[src/rtl/tachyon_pkg.sv]
// Shared definitions for the tachyon manifold stream generator and its consumer:
// ASCII codes, geometry helpers derived from the manifold width, and the
// generator FSM state encoding.
package tachyon_pkg;

  localparam logic [7:0] ASCII_DOT   = 8'h2E;
  localparam logic [7:0] ASCII_S     = 8'h53;
  localparam logic [7:0] ASCII_CARET = 8'h5E;
  localparam logic [7:0] ASCII_LF    = 8'h0A;

  // Centre column of a line of width w.
  function automatic int tm_center(input int w);
    return (w - 1) / 2;
  endfunction

  // Highest half-line index; the schematic has 2*max_y+1 lines.
  function automatic int tm_max_y(input int w);
    return (w - 1) / 2;
  endfunction

  // Number of splitter slots in the full pyramid (max_y*(max_y+1)/2).
  function automatic int tm_slots(input int w);
    return (w * w - 1) / 8;
  endfunction

  // Slot address width; never narrower than one bit.
  function automatic int tm_addr_w(input int w);
    return (tm_slots(w) > 1) ? $clog2(tm_slots(w)) : 1;
  endfunction

  typedef enum logic [1:0] {
    ST_IDLE = 2'd0,
    ST_CHAR = 2'd1,
    ST_LF   = 2'd2,
    ST_DONE = 2'd3
  } tm_state_t;

endpackage

[src/rtl/splitter_mask_regs.sv]
// SLOTS x 1 splitter population register file. One synchronous write port,
// one combinational read port. Resets to all ones (full pyramid); writes to
// addresses at or beyond SLOTS fall through every slot compare and are lost.
module splitter_mask_regs #(
  parameter int SLOTS = 6,
  parameter int AW    = 3
) (
  input  logic          clk,
  input  logic          reset,
  input  logic          wr_en,
  input  logic [AW-1:0] wr_addr,
  input  logic          wr_data,
  input  logic [AW-1:0] rd_addr,
  output logic          rd_data
);

  logic [SLOTS-1:0] mask_q;

  // Write the addressed slot; reset restores the full pyramid.
  always_ff @(posedge clk) begin
    if (reset) begin
      mask_q <= '1;
    end else if (wr_en) begin
      for (int i = 0; i < SLOTS; i++) begin
        if (wr_addr == AW'(i)) mask_q[i] <= wr_data;
      end
    end
  end

  // Combinational read of the slot selected by the running slot counter.
  always_comb begin
    rd_data = 1'b0;
    for (int i = 0; i < SLOTS; i++) begin
      if (rd_addr == AW'(i)) rd_data = mask_q[i];
    end
  end

endmodule

[src/rtl/tachyon_manifold_stream_gen.sv]
// Tachyon manifold schematic generator: emits one character per cycle of a
// pyramid manifold, line by line with LF terminators, splitter population
// taken from a writable mask.
//
// Stream handshake: a beat is transferred in every cycle where beam_in_valid
// is high. The consumer applies back-pressure with hold, which acts as an
// inverted ready sampled in the same cycle: while hold is high beam_in_valid
// is forced low, nothing advances, and the identical beat is offered again in
// the first cycle with hold low. hold has no effect outside CHAR/LF.
module tachyon_manifold_stream_gen
  import tachyon_pkg::*;
#(
  parameter int TACHYON_MANIFOLD_WIDTH = 7,
  localparam int AW = tm_addr_w(TACHYON_MANIFOLD_WIDTH)
) (
  input  logic            clk,
  input  logic            reset,
  input  logic            start,
  input  logic            hold,
  input  logic            mask_wr_en,
  input  logic [AW-1:0]   mask_wr_addr,
  input  logic            mask_wr_data,
  output logic            beam_empty,
  output logic            beam_enter,
  output logic            beam_splitter,
  output logic            beam_line_feed,
  output logic            beam_in_valid,
  output logic [7:0]      char_data,
  output logic            busy,
  output logic            done,
  output tm_state_t       debug_state
);

  localparam int W     = TACHYON_MANIFOLD_WIDTH;
  localparam int C     = tm_center(W);
  localparam int MAX_Y = tm_max_y(W);
  localparam int SLOTS = tm_slots(W);
  localparam int XW    = $clog2(W);

  localparam logic [XW-1:0] X_LAST     = XW'(W - 1);
  localparam logic [XW-1:0] X_CENTER   = XW'(C);
  localparam logic [XW-1:0] LINE_LAST  = XW'(2 * MAX_Y);
  localparam logic          CENTER_ODD = 1'(C % 2);

  tm_state_t     state_q, state_d;
  logic [XW-1:0] x_q, x_d;
  logic [XW-1:0] line_q, line_d;
  logic [AW-1:0] slot_q, slot_d;

  logic [XW-1:0] k;
  logic [XW:0]   x_ext, span_lo, span_hi;
  logic          at_splitter;
  logic          mask_bit;
  logic          mask_we;
  logic          beat_live;

  // Mask writes only land while idle; anything during a run is dropped.
  assign mask_we = mask_wr_en && (state_q == ST_IDLE);

  splitter_mask_regs #(
    .SLOTS (SLOTS),
    .AW    (AW)
  ) u_mask (
    .clk     (clk),
    .reset   (reset),
    .wr_en   (mask_we),
    .wr_addr (mask_wr_addr),
    .wr_data (mask_wr_data),
    .rd_addr (slot_q),
    .rd_data (mask_bit)
  );

  // Splitter positions on line 2k run from C-(k-1) to C+(k-1) in steps of 2;
  // the step-of-2 test is a parity match between x and C+k-1.
  always_comb begin
    k           = line_q >> 1;
    x_ext       = {1'b0, x_q};
    span_lo     = (XW+1)'(C + 1) - {1'b0, k};
    span_hi     = (XW+1)'(C) + {1'b0, k} - (XW+1)'(1);
    at_splitter = (state_q == ST_CHAR) && !line_q[0] && (line_q != '0) &&
                  (x_ext >= span_lo) && (x_ext <= span_hi) &&
                  ((x_q[0] ^ line_q[1] ^ CENTER_ODD) == 1'b1);
  end

  // FSM and position counters.
  always_ff @(posedge clk) begin
    if (reset) begin
      state_q <= ST_IDLE;
      x_q     <= '0;
      line_q  <= '0;
      slot_q  <= '0;
    end else begin
      state_q <= state_d;
      x_q     <= x_d;
      line_q  <= line_d;
      slot_q  <= slot_d;
    end
  end

  // Next-state: walk x across a line, then LF, then the next line or DONE.
  // The slot counter steps at every splitter position, populated or not.
  always_comb begin
    state_d = state_q;
    x_d     = x_q;
    line_d  = line_q;
    slot_d  = slot_q;
    case (state_q)
      ST_IDLE: begin
        if (start) begin
          state_d = ST_CHAR;
          x_d     = '0;
          line_d  = '0;
          slot_d  = '0;
        end
      end
      ST_CHAR: begin
        if (!hold) begin
          if (at_splitter) slot_d = slot_q + AW'(1);
          if (x_q == X_LAST) state_d = ST_LF;
          else               x_d     = x_q + XW'(1);
        end
      end
      ST_LF: begin
        if (!hold) begin
          if (line_q == LINE_LAST) begin
            state_d = ST_DONE;
          end else begin
            state_d = ST_CHAR;
            line_d  = line_q + XW'(1);
            x_d     = '0;
          end
        end
      end
      ST_DONE: state_d = ST_IDLE;
      default: state_d = ST_IDLE;
    endcase
  end

  // Beat decode from the registered position; hold blanks the beat.
  always_comb begin
    beam_empty     = 1'b0;
    beam_enter     = 1'b0;
    beam_splitter  = 1'b0;
    beam_line_feed = 1'b0;
    char_data      = 8'h00;
    beat_live      = ((state_q == ST_CHAR) || (state_q == ST_LF)) && !hold;
    beam_in_valid  = beat_live;
    busy           = (state_q == ST_CHAR) || (state_q == ST_LF);
    done           = (state_q == ST_DONE);
    debug_state    = state_q;
    if (beat_live) begin
      if (state_q == ST_LF) begin
        beam_line_feed = 1'b1;
        char_data      = ASCII_LF;
      end else if ((line_q == '0) && (x_q == X_CENTER)) begin
        beam_enter = 1'b1;
        char_data  = ASCII_S;
      end else if (at_splitter && mask_bit) begin
        beam_splitter = 1'b1;
        char_data     = ASCII_CARET;
      end else begin
        beam_empty = 1'b1;
        char_data  = ASCII_DOT;
      end
    end
  end

  initial begin end

endmodule
[config.mk]
export PLATFORM = sky130hd
export DESIGN_NAME = tachyon_manifold_stream_gen
export DESIGN_NICKNAME = d
export VERILOG_FILES = /design/src/rtl/tachyon_pkg.sv /design/src/rtl/splitter_mask_regs.sv /design/src/rtl/tachyon_manifold_stream_gen.sv
export SDC_FILE = /design/constraint.sdc
export NUM_CORES = 1
export LEC_CHECK = 0
export CAP_MARGIN = 20
export CORE_MARGIN = 5
export CORE_UTILIZATION = 51
export CTS_CLUSTER_DIAMETER = 150
export DETAILED_ROUTE_END_ITERATION = 6
export HOLD_SLACK_MARGIN = 0.03
export PLACE_DENSITY = 0.79
export SLEW_MARGIN = 20
export SYNTH_ARGS = -nofsm -noshare
export SYNTH_HDL_FRONTEND = slang
export SYNTH_SLANG_ARGS = --single-unit
[constraint.sdc]
create_clock -name clk -period 2.5 [get_ports clk]
set_clock_uncertainty 0.05 [all_clocks]
set_input_delay 0.375 -clock clk [delete_from_list [all_inputs] [get_ports clk]]
set_output_delay 0.375 -clock clk [all_outputs]
set_load 0.02 [all_outputs]
==> impl_metrics.yaml <==
run_status:
  status: "finished, violations left"
  violations: "negative setup slack"
power_and_ir_drop:
  p_sw_share_pct: 42.9
  p_leak_nw: 0.911
  combPwrFrac_pct: 58.7
  power.switching_uw: 498
  p_int_uw: 662
  pwr-share-clk_pct: 13.8
  powerDensity_mw_per_mm2: 597
  vdd_drop_max_v: 0.000582
  p_seq_share_pct: 27.5
  total_power_mw: 1.16
floorplanning:
  fp.dieArea_sq_mm: 0.00370
  core_sq_mm: 0.00248
  die_h_microns: 60.8
  die_w_microns: 60.8
  start_util_pct: 53.2
  row_count: 18
  top_level_ports: 26
logic_synthesis:
  synth-simple-area-share_pct: 21.9
  synth_compound_area_share_pct: 18.2
  synth_top_family_by_area: "simple AND/OR/NAND/NOR gates"
  synth_cell_types: 38
  yosys.area.top_type_share_pct: 25.8
  synthesis.nets: 184
  seq_area_frac_synth_pct: 25.8
  synthTopCellsByArea: "dfxtp_1, ha_1, mux2i_1, a21oi_1, inv_1"
  muxShareOfSynthArea_pct: 6.08
  synth_warnings: 0
  synthCells: 154
  syn_area_per_cell_sq_um: 8.56
  synth_xor_area_share_pct: 0
  syn_area_sq_mm: 0.00132
  ys_ff_latch: 17
  synth_area_leader_cell: "dfxtp_1"
  synthAdderAreaFrac_pct: 19.9
timing:
  max_slew_margin_pct: 60.6
  hold_viol_final: 0
  tightest_slew_ns: 0.589
  rsz0062_at_grt: "true"
  fin_tns_setup_ns: -1.08
  slew_violations: 0
  setup_ws_ns: -0.239
  setup_violations: 5
  post-route-period-util_pct: 110
  clock.fmax_ghz: 0.365
  fin_crit_ns: 2.74
placed_design:
  routabilityCongestion: 0.797
  pre_cts_slack_ns: -0.402
  place.port_buffers: 24
  dp_hpwl_mm: 2.68
  placedCellCount: 226
cts:
  numCtsBuffers: 3
  clock_latency_ns: 0.30
  clk_pin_slew_ns: 0.11
  holdBufCountCts: 0
  htreeDepth: 1
  clock-sinks: 17
  clock_path_buffers: 2
  cts_tree: "done"
  root_buffer: "clkbuf_4"
cells_and_area:
  syn_to_final_growth_pct: 47.5
  diodes: 0
  final_util_pct: 78.4
  finalNonFillerCells: 238
  mostFrequentLayoutCells: "buf_4, ha_1, clkdlybuf4s50_1"
  layout_commonest_cell: "buf_4"
  drive_above_1_share_pct: 30.8
  num-nets-final: 239
routing:
  vias: 1331
  viasPerCell: 5.59
  routedWlPerCell_microns: 15.6
  first_pass_iters: 4
  wirelength_mm: 3.71
  drtAntennaViolNets: 0
  drc_errors: 0
  first_iter_violations: 43
worst_setup_path:
  start_kind: "flop"
  crit_path_start: "line_q[1]$_SDFFE_PP0P_"
  reg2reg_from: "line_q[1]$_SDFFE_PP0P_"
  path_max_fanout: 4
  rr_endpoint: "slot_q[1]$_SDFFE_PP0P_"
  path_class: "flop to primary output"
  endpoint_kind: "primary output"
  crit_required_ns: 2.08
  endpoint: "char_data[4]"
  r2r_cells: 11
  crit_arrival_ns: 2.31
  r2r_setup_slack_ns: 0.24
global_routing:
  busiest_layer: "met2"
  grt_max_degree: 19
  met1_usage_pct: 25.2
  grt_use_met3_pct: 3.40
  grt_pass1_vias: 1287
  grt_overflow_total: 0
  grt_usage_pct: 21.4
  grt_antenna_before_repair: 0
  gr-usage-met2_pct: 38.8
  grt_pass1_wl_mm: 5.88
run:
  cap_violations: 0
hold_path:
  min_path_type: "flop to flop"
==> how the worst min path moves through the flow <==
stage	start	to	slack, ns	cells after the start
final	slot_q[1]$_SDFFE_PP0P_	slot_q[1]$_SDFFE_PP0P_	0.45	2
after global routing	slot_q[1]$_SDFFE_PP0P_	slot_q[1]$_SDFFE_PP0P_	0.49	2
after CTS	u_mask.mask_q[1]$_SDFFE_PP1P_	u_mask.mask_q[1]$_SDFFE_PP1P_	0.45	2
after detailed placement	u_mask.mask_q[1]$_SDFFE_PP1P_	u_mask.mask_q[1]$_SDFFE_PP1P_	0.42	2
after global placement	u_mask.mask_q[1]$_SDFFE_PP1P_	u_mask.mask_q[1]$_SDFFE_PP1P_	0.42	2
after floorplan	u_mask.mask_q[1]$_SDFFE_PP1P_	u_mask.mask_q[1]$_SDFFE_PP1P_	0.40	2
==> per-layer routing <==
layer  share of wire, %  up-vias
li1                   -      649
met3                5.1        6
met1                 41      633
met2                 52       43
met5                  0        -
met4                2.0        0
==> state kept, by name, indices dropped and copies added (netlist names) <==
signal / count
debug_state: 2
line_q: 3
u_mask.mask_q: 6
x_q: 3
slot_q: 3
==> cells in the mapped netlist <==
master / n
and4b_1: 1
a21boi_0: 1
o21ai_0: 7
nand2_1: 9
nor4bb_1: 1
or4_1: 3
o31ai_1: 1
inv_1: 14
a21o_1: 3
o211ai_1: 1
nor2_1: 5
a221oi_2: 1
nor3b_1: 1
and2_1: 2
nand3b_1: 2
and2b_2: 1
nand4_1: 3
o21a_1: 1
buf_4: 5
a2bb2oi_1: 1
and3b_1: 2
a31oi_1: 1
a311o_1: 1
clkbuf_1: 3
nand2b_1: 7
or2_2: 2
a311oi_1: 1
a211oi_1: 1
a2111oi_0: 1
dfxtp_1: 17
o21bai_1: 1
ha_1: 21
a2111oi_2: 1
mux2i_1: 8
nor2b_1: 6
conb_1: 1
a21oi_1: 13
nand3_1: 4
==> power groups by stage <==
stage               Combinational, mW  Clock [mW]  Sequential [mW]
CTS                             0.643       0.159            0.318
global route                    0.742       0.181            0.322
finish                          0.681       0.160            0.320
detailed placement              0.649           0            0.324
global placement                0.634           0            0.321
floorplan                       0.351           0            0.344
==> critical path, stage by stage, from the launching register on <==
cell and delay, ns:
dfxtp_2 0.35, buf_4 0.13, buf_4 0.12, buf_4 0.14, ha_1 0.27, nand2_1 0.10, a2111oi_4 0.24, o211ai_1 0.21
buf_4 0.19, a21oi_4 0.14, buf_6 0.14
==> layout make-up <==
| cell class | instances | area (sq um) |
|---|---|---|
| Sequential cell | 17 | 345 |
| Fill cell | 178 | 534 |
| Clock inverter | 1 | 5.00 |
| Inverter | 14 | 55.1 |
| Multi-Input combinational cell | 115 | 971 |
| Clock buffer | 3 | 22.5 |
| Timing Repair Buffer | 58 | 507 |
| Tap cell | 30 | 37.5 |
==> metrics by stage <==
step | hold WS, ns | area (sq um)
after global routing | 0.487 | 1940
after CTS | 0.446 | 1850
after floorplan | 0.396 | 1330
after global placement | 0.422 | 1750
after detailed placement | 0.419 | 1750
final | 0.447 | 1940
==> cells by family after synthesis <==
kind of cell,after synthesis
buffers and inverters,22
AO/OA/AOI/OAI,36
adder cells (fa/ha/maj),21
flip-flops,17
other,1
AND/OR/NAND/NOR,49
multiplexers,8
==> timing repair <==
| action | 4_1_cts | 5_1_grt |
|---|---|---|
| setup buffers | 5 | 4 |
| cloned | 0 | 0 |
| pin swaps | 7 | 8 |
| gates resized for setup | 36 | 19 |
| setup endpoints to repair | 10 | 8 |
| hold endpoints to repair | 0 | 0 |
Note: power is estimated with default switching activity, not from simulation.
